<file path="src/rtl/display_scheduler.sv">
// Display sequencer for the DDR game's four-digit seven-segment path: picks the frame
// per game state, converts score/combo to decimal, and scans one digit per refresh slot.
module display_scheduler #(
    parameter int REFRESH_DIV = 50000,
    parameter int ALT_DIV     = 50000000
) (
    input  logic        clk,
    input  logic        rst_n,
    input  logic [1:0]  state,
    input  logic [1:0]  arrow,
    input  logic        arrow_valid,
    input  logic [13:0] score,
    input  logic [13:0] combo_count,
    input  logic        combo_enable,
    output logic [3:0]  an,
    output logic [3:0]  digit_code,
    output logic        busy
);

    localparam logic [1:0] ST_IDLE  = 2'b00;
    localparam logic [1:0] ST_GAME  = 2'b01;
    localparam logic [1:0] ST_PAUSE = 2'b10;

    localparam logic [1:0] BCD_IDLE  = 2'd0;
    localparam logic [1:0] BCD_LOAD  = 2'd1;
    localparam logic [1:0] BCD_SHIFT = 2'd2;
    localparam logic [1:0] BCD_DONE  = 2'd3;

    localparam logic [3:0]  BLANK       = 4'd10;
    localparam logic [15:0] BLANK_FRAME = {4{BLANK}};
    localparam int          RW          = $clog2(REFRESH_DIV);
    localparam int          AW          = $clog2(ALT_DIV);

    logic [1:0]    game_st;
    logic [1:0]    prev_st;
    logic [RW-1:0] ref_cnt;
    logic          ref_tick;
    logic [1:0]    slot;
    logic [1:0]    next_slot;
    logic [15:0]   frame;
    logic [3:0]    next_digit;

    logic [15:0]   arr_buf;
    logic [3:0]    arrow_code;
    logic          game_from_idle;

    logic          combo_en_q;
    logic          pause_entry;
    logic          alt_restart;
    logic          alt_phase;
    logic [AW-1:0] alt_cnt;
    logic          alt_tick;
    logic          use_combo;
    logic [13:0]   src_val;
    logic [13:0]   src_sat;

    logic [1:0]    bcd_st;
    logic [3:0]    bit_cnt;
    logic [13:0]   bin_sr;
    logic [15:0]   bcd_sr;
    logic [15:0]   bcd_adj;
    logic [15:0]   num_next;
    logic [15:0]   num_buf;
    logic [13:0]   conv_val;
    logic          conv_sel;
    logic [13:0]   last_val;
    logic          last_sel;
    logic          last_valid;
    logic          need_conv;

    assign game_st        = (state == 2'b11) ? ST_IDLE : state;
    assign game_from_idle = (game_st == ST_GAME) && (prev_st == ST_IDLE);
    assign pause_entry    = (game_st == ST_PAUSE) && (prev_st != ST_PAUSE);
    assign arrow_code     = 4'd11 + {2'b00, arrow};

    // ---------------- refresh scan ----------------
    assign ref_tick  = (ref_cnt == RW'(REFRESH_DIV - 1));
    assign next_slot = slot + 2'd1;

    // NOTE: every variable written in always_comb gets a default first, so no path can infer a latch.
    always_comb begin
        frame = BLANK_FRAME;
        case (game_st)
            ST_GAME:  frame = arr_buf;
            ST_PAUSE: frame = num_buf;
            default:  frame = BLANK_FRAME;
        endcase
        next_digit = BLANK;
        case (next_slot)
            2'd0: next_digit = frame[15:12];
            2'd1: next_digit = frame[11:8];
            2'd2: next_digit = frame[7:4];
            2'd3: next_digit = frame[3:0];
            default: next_digit = BLANK;
        endcase
    end

    // NOTE: sequential state uses non-blocking assignments so every register samples pre-edge values.
    always_ff @(posedge clk or negedge rst_n) begin
        if (!rst_n) begin
            ref_cnt    <= '0;
            slot       <= 2'd0;
            an         <= 4'b0111;
            digit_code <= BLANK;
            prev_st    <= ST_IDLE;
        end else begin
            prev_st <= game_st;
            if (ref_tick) begin
                ref_cnt    <= '0;
                slot       <= next_slot;
                an         <= ~(4'b1000 >> next_slot);
                digit_code <= next_digit;
            end else begin
                ref_cnt <= ref_cnt + RW'(1);
            end
        end
    end

    // ---------------- arrow history ----------------
    // Entering GAME from IDLE clears first; a same-cycle arrow lands in the cleared buffer.
    always_ff @(posedge clk or negedge rst_n) begin
        if (!rst_n) begin
            arr_buf <= BLANK_FRAME;
        end else if (game_from_idle) begin
            arr_buf <= arrow_valid ? {BLANK_FRAME[11:0], arrow_code} : BLANK_FRAME;
        end else if (arrow_valid && game_st == ST_GAME) begin
            arr_buf <= {arr_buf[11:0], arrow_code};
        end
    end

    // ---------------- combo/score alternation ----------------
    assign alt_restart = (combo_enable && !combo_en_q) || pause_entry;
    assign alt_tick    = (alt_cnt == AW'(ALT_DIV - 1));
    // A restart cycle already counts as combo phase so the source never glitches to score.
    assign use_combo   = combo_enable && (alt_restart || !alt_phase);
    assign src_val     = use_combo ? combo_count : score;
    assign src_sat     = (src_val > 14'd9999) ? 14'd9999 : src_val;

    always_ff @(posedge clk or negedge rst_n) begin
        if (!rst_n) begin
            combo_en_q <= 1'b0;
            alt_cnt    <= '0;
            alt_phase  <= 1'b0;
        end else begin
            combo_en_q <= combo_enable;
            if (alt_restart) begin
                alt_cnt   <= '0;
                alt_phase <= 1'b0;
            end else if (alt_tick) begin
                alt_cnt   <= '0;
                alt_phase <= ~alt_phase;
            end else begin
                alt_cnt <= alt_cnt + AW'(1);
            end
        end
    end

    // ---------------- double-dabble BCD engine ----------------
    assign need_conv = (game_st == ST_PAUSE) &&
                       (!last_valid || src_val != last_val || use_combo != last_sel);
    assign busy      = (bcd_st != BCD_IDLE);

    always_comb begin
        bcd_adj = bcd_sr;
        for (int i = 0; i < 4; i++) begin
            if (bcd_sr[4*i +: 4] >= 4'd5)
                bcd_adj[4*i +: 4] = bcd_sr[4*i +: 4] + 4'd3;
        end
    end

    // Leading zeros blank left to right; the units digit always shows.
    always_comb begin
        logic b0, b1, b2;
        b0 = (bcd_sr[15:12] == 4'd0);
        b1 = b0 && (bcd_sr[11:8] == 4'd0);
        b2 = b1 && (bcd_sr[7:4] == 4'd0);
        num_next = {b0 ? BLANK : bcd_sr[15:12],
                    b1 ? BLANK : bcd_sr[11:8],
                    b2 ? BLANK : bcd_sr[7:4],
                    bcd_sr[3:0]};
    end

    // NOTE: the digit buffers are plain registers and take the async reset; a reset mid-conversion discards the partial result.
    always_ff @(posedge clk or negedge rst_n) begin
        if (!rst_n) begin
            bcd_st     <= BCD_IDLE;
            bit_cnt    <= 4'd0;
            bin_sr     <= '0;
            bcd_sr     <= '0;
            conv_val   <= '0;
            conv_sel   <= 1'b0;
            last_val   <= '0;
            last_sel   <= 1'b0;
            last_valid <= 1'b0;
            num_buf    <= BLANK_FRAME;
        end else begin
            case (bcd_st)
                BCD_IDLE: begin
                    if (need_conv) bcd_st <= BCD_LOAD;
                end
                BCD_LOAD: begin
                    conv_val <= src_val;
                    conv_sel <= use_combo;
                    bin_sr   <= src_sat;
                    bcd_sr   <= '0;
                    bit_cnt  <= 4'd0;
                    bcd_st   <= BCD_SHIFT;
                end
                BCD_SHIFT: begin
                    bcd_sr  <= {bcd_adj[14:0], bin_sr[13]};
                    bin_sr  <= {bin_sr[12:0], 1'b0};
                    bit_cnt <= bit_cnt + 4'd1;
                    if (bit_cnt == 4'd13) bcd_st <= BCD_DONE;
                end
                BCD_DONE: begin
                    num_buf    <= num_next;
                    last_val   <= conv_val;
                    last_sel   <= conv_sel;
                    last_valid <= 1'b1;
                    bcd_st     <= BCD_IDLE;
                end
                default: bcd_st <= BCD_IDLE;
            endcase
        end
    end

endmodule

</file>
<file path="config.mk">
export PLATFORM = sky130hd
export DESIGN_NAME = display_scheduler
export DESIGN_NICKNAME = d
export VERILOG_FILES = /design/src/rtl/display_scheduler.sv
export SDC_FILE = /design/constraint.sdc
export NUM_CORES = 1
export LEC_CHECK = 0
export ABC_CLOCK_PERIOD_IN_PS = 2600
export CORE_ASPECT_RATIO = 1.2
export CORE_MARGIN = 10
export CORE_UTILIZATION = 26
export CTS_CLUSTER_DIAMETER = 50
export DETAILED_ROUTE_END_ITERATION = 10
export PLACE_DENSITY = 0.48
export SYNTH_ARGS = -nofsm -noshare
export SYNTH_HDL_FRONTEND = slang
export SYNTH_SLANG_ARGS = --single-unit
</file>
<file path="constraint.sdc">
create_clock -name clk -period 2.6 [get_ports clk]
set_input_delay 0.52 -clock clk [delete_from_list [all_inputs] [get_ports clk]]
set_output_delay 0.52 -clock clk [all_outputs]
set_load 0.01 [all_outputs]
</file>
### After elaboration in Yosys (flattened, before gate mapping)

Index checks and enable logic that the tools add are counted.

| storage, ports and cells | value |
|---|---|
| word-level logic and storage cells | 105 |
| bits in read-only memories | 0 |
| bits in writable memories | 0 |
| input bits | 36 |
| output and inout bits | 9 |
| flip-flop bits (word level) | 155 |
| memories | 0 |
| bits in latches | 0 |

| operators by class | value |
|---|---|
| bitwise operators | 2 |
| div/mod/pow operators | 0 |
| reduce and logical (&&, ||, !) cells | 26 |
| multiply operators | 0 |
| order comparisons | 5 |
| add/subtract/negate cells | 9 |
| shift operators | 1 |
| eq/ne operators | 17 |
| multiplexer cells | 26 |

Operator list:

| kind | count |
|---|---|
| $pmux W16 S2 | 2 |
| $mux W26 | 2 |
| $mux W16 | 3 |
| $mux W14 | 2 |
| $mux W4 | 7 |
| $pmux W14 S2 | 1 |
| $add A26 B1 Y26 const B | 1 |
| $eq A26 B26 Y1 const B | 1 |
| $add A16 B1 Y16 const B | 1 |
| $eq A16 B16 Y1 const B | 1 |
| $ge A4 B3 Y1 const B | 4 |
| $pmux W4 S4 | 1 |
| $gt A14 B14 Y1 const B | 1 |
| $ne A14 B14 Y1 | 1 |
| $add A4 B2 Y4 const B | 3 |
| $eq A2 B2 Y1 const B | 6 |
| $logic_not A4 Y1 | 3 |
| $logic_and A1 B1 Y1 | 8 |
| $pmux W2 S4 | 1 |
| $pmux W4 S2 | 1 |
| $reduce_bool A2 Y1 | 4 |
| $eq A2 B1 Y1 const B | 3 |
| $logic_not A2 Y1 | 3 |
| $mux W2 | 3 |
| other kinds (15) | 23 |

### Logic depth before layout (Yosys ltp)

| logic depth | value |
|---|---|
| depth after elaboration | 14 |
| depth in mapped cells | 10 |
| depth with buffers taken out | 8 |

### Worst setup path after synthesis

Ideal clock, no wire load.

| timing | value |
|---|---|
| path type | input -> register |
| start point | input port state[0] |
| end point | register bcd_st[1] |
| library setup time | 126 ps |
| cell stages on the path | 10 |
| slack | 419 ps |
| arrival time | 2,054 ps |
| data required time | 2,474 ps |
| buffers on the path | 2 |
| cell sequence | inv_1 > ha_1 > a31o_1 > buf_6 > buf_6 > nor3_2 > a31oi_1 > a211oi_2 > a31oi_1 > a311o_1 |

| between the ends | value |
|---|---|
| longest elaborated chain between the ends | 14 |
| elaborated cells on any way between the ends | 15 |
| classes of those cells | 5 x eq/ne; 2 x mux; 8 x reduce/logical |

RTL lines:

| element | line | text |
|---|---|---|
| start: declaration | 9 | `input logic [1:0] state,` |
| $eq A2 B2 Y1 * | 71 | `assign game_st = (state == 2'b11) ? ST_IDLE : state;` |
| $mux W2 * | 71 |  |
| named net game_st[1] | 34 | `logic [1:0] game_st;` |
| $eq A2 B2 Y1 * | 73, 159 |  |
| $logic_and A1 B1 Y1 | 73 | `assign pause_entry = (game_st == ST_PAUSE) && (prev_st != ST_PAUSE);` |
| $logic_or A1 B1 Y1 | 132 | `assign alt_restart = (combo_enable && !combo_en_q) \|\| pause_entry;` |
| $logic_or A1 B1 Y1 | 135 | `assign use_combo = combo_enable && (alt_restart \|\| !alt_phase);` |
| $logic_and A1 B1 Y1 | 135 |  |
| $mux W14 | 136 | `assign src_val = use_combo ? combo_count : score;` |
| $ne A14 B14 Y1 | 160 | `(!last_valid \|\| src_val != last_val \|\| use_combo != last_sel);` |
| $logic_or A1 B1 Y1 (2 in a row) | 160 |  |
| $logic_and A1 B1 Y1 * | 159 | `assign need_conv = (game_st == ST_PAUSE) &&` |
| $ne A2 B2 Y1 (no source line) * | -- |  |
| $reduce_and A2 Y1 (no source line) * | -- |  |
| end signal: assignment | 186 | `bcd_st <= BCD_IDLE;` |
| end signal: assignment | 199 | `if (need_conv) bcd_st <= BCD_LOAD;` |
| end signal: assignment | 207 | `bcd_st <= BCD_SHIFT;` |
| end: declaration | 57 | `logic [1:0] bcd_st;` |

Mark *: on every way through the listed nets, which the timed path passes. The rest lies on a longest branch.
A chain may end at the register's enable or synchronous reset.

### Worst setup path in the final report

Same ends and word-level chain as after synthesis.

==> impl_metrics.tcl <==
set metrics [dict create \
    grt_pass1_wl_um 30200 \
    drt_wl_total_um 18000 \
    startpoint_type "primary input" \
    critPathCaptureType "register" \
    period_share 0.930 \
    fin_skew_ns 0.0105 \
    slew_violations 0 \
    power_leakage_nw 3.97 \
    fin_setup_tns_ns 0 \
    cts_buffers 17 \
    clk_transition_reported_paths_ns 0.07 \
    drv_cap 0 \
    io_pins 45 \
    synth_top_area_frac 0.442 \
    hp-class "primary input to async pin" \
    drive_gt1_frac 0.147 \
    vias 5572 \
    syn-num-nets 822 \
    synth-edff-count 0 \
    cts_root_buffer "clkbuf_16" \
    ys_seq_area_frac 0.501 \
    postCtsSetupBuffers 0 \
    clock_sinks 151 \
    die_h_um 207 \
    cts_resized 0 \
    yosysUniqueCellTypes 66 \
    tightest_slew_ns 0.798 \
    core_um2 28800 \
    cpMaxStageDelayCell "clkdlybuf4s50_1" \
    total_power_w 0.00803 \
    slew_headroom 0.468 \
    cp.required_ns 2.90 \
    antenna_cells 0 \
    dieArea_um2 36400 \
    post_drt_wl_per_cell_um 14.7 \
    clk_latency_ns 0.42 \
    dp_hpwl_um 13100 \
    place.gp.congestion 0.804 \
    cp_max_fo 13 \
    start_util 0.264 \
    drtPass1Iterations 5 \
    first_global_vias 5841 \
    peakVddDrop_v 0.000523 \
    overflow 0 \
    cts_tree "built" \
    fin_crit_ns 2.42 \
    drt-initial-drc-count 285 \
    arrival_ns 2.72 \
    track_usage 0.102 \
    via_per_inst 4.56 \
    rsz0062_at_grt "no" \
    ys_ff_latch 151 \
    critical_path_class "primary input to register" \
    hold_viol 0 \
    grt_max_degree 60 \
    syn_inst 760 \
    synthArstFlopShare 1.00 \
    avgSynthCellArea_um2 9.98 \
    yosysWarnings 0 \
    cts_buffer_depth 2 \
    setup_viol 0 \
    cts_hold_buffers 0 \
    synth_area_leaders "dfrtp_1 44%, dfstp_2 5.9%, ha_1 4.3%, nor2_1 3.5%, xor2_1 3.5%" \
    worst_path_most_repeated_cell "a31oi_1" \
    critPathLaunch "state[0]" \
    netlist_area_um2 7580 \
    drc 0 \
    die_x_um 176 \
    portBuffers 44 \
    antenna_found_initial 0 \
    fin_hold_ws_ns 0.0537 \
    powerDensity_nw_per_um2 865 \
    reg2reg_from "prev_st[0]" \
    std_cell_rows 68 \
    status "finished, final reports clean" \
    ant_nets 0 \
    path_cells "clkdlybuf4s50_1, inv_1, ha_1, a31o_1, buf_12, buf_4, nor3_2, a31oi_1, a211oi_2, a31oi_1, a311o_1" \
    area_delta_synth_final_pct 22.5 \
    h-tree-depth 4 \
    yosysTopAreaCell "dfrtp_1" \
    fin_nets 886 \
    synth_top_flop_cell "dfrtp_1" \
    fmax_ghz 0.414 \
    cpPeakStageDelay_ns 0.49 \
]
[metrics by stage]
step | setup WS, ns | std cells | util | cell area, µm²
floorplan | 0.419 | 760 | - | 7580
global placement | -0.244 | 1190 | 0.301 | 8660
detailed placement | -0.268 | 1190 | 0.301 | 8660
CTS | 0.144 | 1222 | 0.323 | 9290
global route | 0.0601 | 1222 | 0.323 | 9290
finish | 0.182 | 1222 | 0.323 | 9290
[layer usage]
layer	up-vias	global-route usage	routed length (µm)
li1	2792	-	-
met1	2704	0.124	8380
met2	52	0.170	8950
met3	24	0.0209	291
met4	0	0.0409	383
met5	-	0	0
[final timing paths]
check,depth (start not counted),endpoint,slack [ns]
setup / recovery,11,bcd_st[1],0.18
max in group asynchronous,2,arr_buf[5],1.79
hold / removal,1,conv_val[11],0.05
setup reg to reg,9,bcd_st[1],0.48
hold reg to reg,1,ref_cnt[0],0.45
min in group clk,1,ref_cnt[0],0.45
[cells in the final DEF, fill, tap and decap left out, types with 4 or more instances in the layout]
cell type        synthesis  final
mux2_2                  23     23
o31ai_1                  4      4
xor2_1                  30     30
clkbuf_16                0     17
nand2_1                 66     66
nand3_1                 31     31
a2bb2oi_1                7      7
clkdlybuf4s50_1          0     43
a31oi_1                 10     10
inv_1                   47     47
nand2b_1                 6      6
dfrtp_1                134    134
ha_1                    26     25
and3_1                  13     13
xnor2_1                 26     26
o21ai_1                  5      5
or2_2                    4      4
dfstp_2                 17     17
a21oi_1                 46     46
and2_1                   7      7
o32ai_1                  4      4
a222oi_1                 5      5
o211ai_1                 4      4
nor3_1                   8      8
o21ai_0                 37     37
nor2_1                  71     71
mux2i_1                 12     12
buf_4                    2     33
o22ai_1                 19     19
nand4_1                  9      9
nor4_1                   6      6
[worst max-delay path, delay by kind of cell]
kind | cells | cell delay (ns)
buffers and inverters | 4 | 0.87
adders and majority gates | 1 | 0.21
and+or+nand+nor | 1 | 0.16
AOI/OAI and AO/OA | 5 | 0.96
[power breakdown]
group          total, W  switching [W]  internal [W]
Combinational   0.00220        0.00122      0.000984
Clock           0.00265        0.00105       0.00160
Sequential      0.00317       0.000333       0.00284
Total           0.00803        0.00260       0.00543
[Yosys cell counts (5+ instances only)]
master,count
nor4_1,6
o21ai_0,37
nor2_1,71
clkbuf_1,24
dfstp_2,17
inv_1,47
a222oi_1,5
nand3_1,31
o22ai_1,19
nand4_1,9
xnor2_1,26
nor3_1,8
mux2i_1,12
xor2_1,30
and2_1,7
a2bb2oi_1,7
a31oi_1,10
ha_1,26
nand2b_1,6
a21oi_1,46
nand2_1,66
o21ai_1,5
mux2_2,23
and3_1,13
dfrtp_1,134
[registers in the layout, summed over array words and instances (netlist names)]
| register | cells |
|---|---|
| bcd_st | 2 |
| combo_en_q | 1 |
| bit_cnt | 4 |
| bin_sr | 14 |
| alt_phase | 1 |
| last_val | 14 |
| alt_cnt | 26 |
| last_sel | 1 |
| ref_cnt | 16 |
| conv_val | 14 |
| digit_code | 4 |
| last_valid | 1 |
| bcd_sr | 16 |
| arr_buf | 12 |
| conv_sel | 1 |
| num_buf | 16 |
| prev_st | 2 |
| an | 4 |
| slot | 2 |
[final cells by class]
cell class	instances	area, µm²
multi-input combinational	527	3450
tap	385	482
sequential	151	3800
clock buffer	20	467
inverter	47	176
clock inverter	12	165
timing repair buffer	80	749
fill	3037	19500
[kinds of logic (layout without fill, tap and decap cells)]
group	Yosys count	after routing	share of synthesized area
AO/OA/AOI/OAI	168	168	0.141
adder cells (fa/ha/maj)	26	26	0.0429
flip-flops	151	151	0.501
AND/OR/NAND/NOR	238	238	0.150
XOR/XNOR	56	56	0.0647
buffers and inverters	82	159	0.0441
multiplexers	39	39	0.0569
Note: power is estimated with default switching activity, not from simulation.
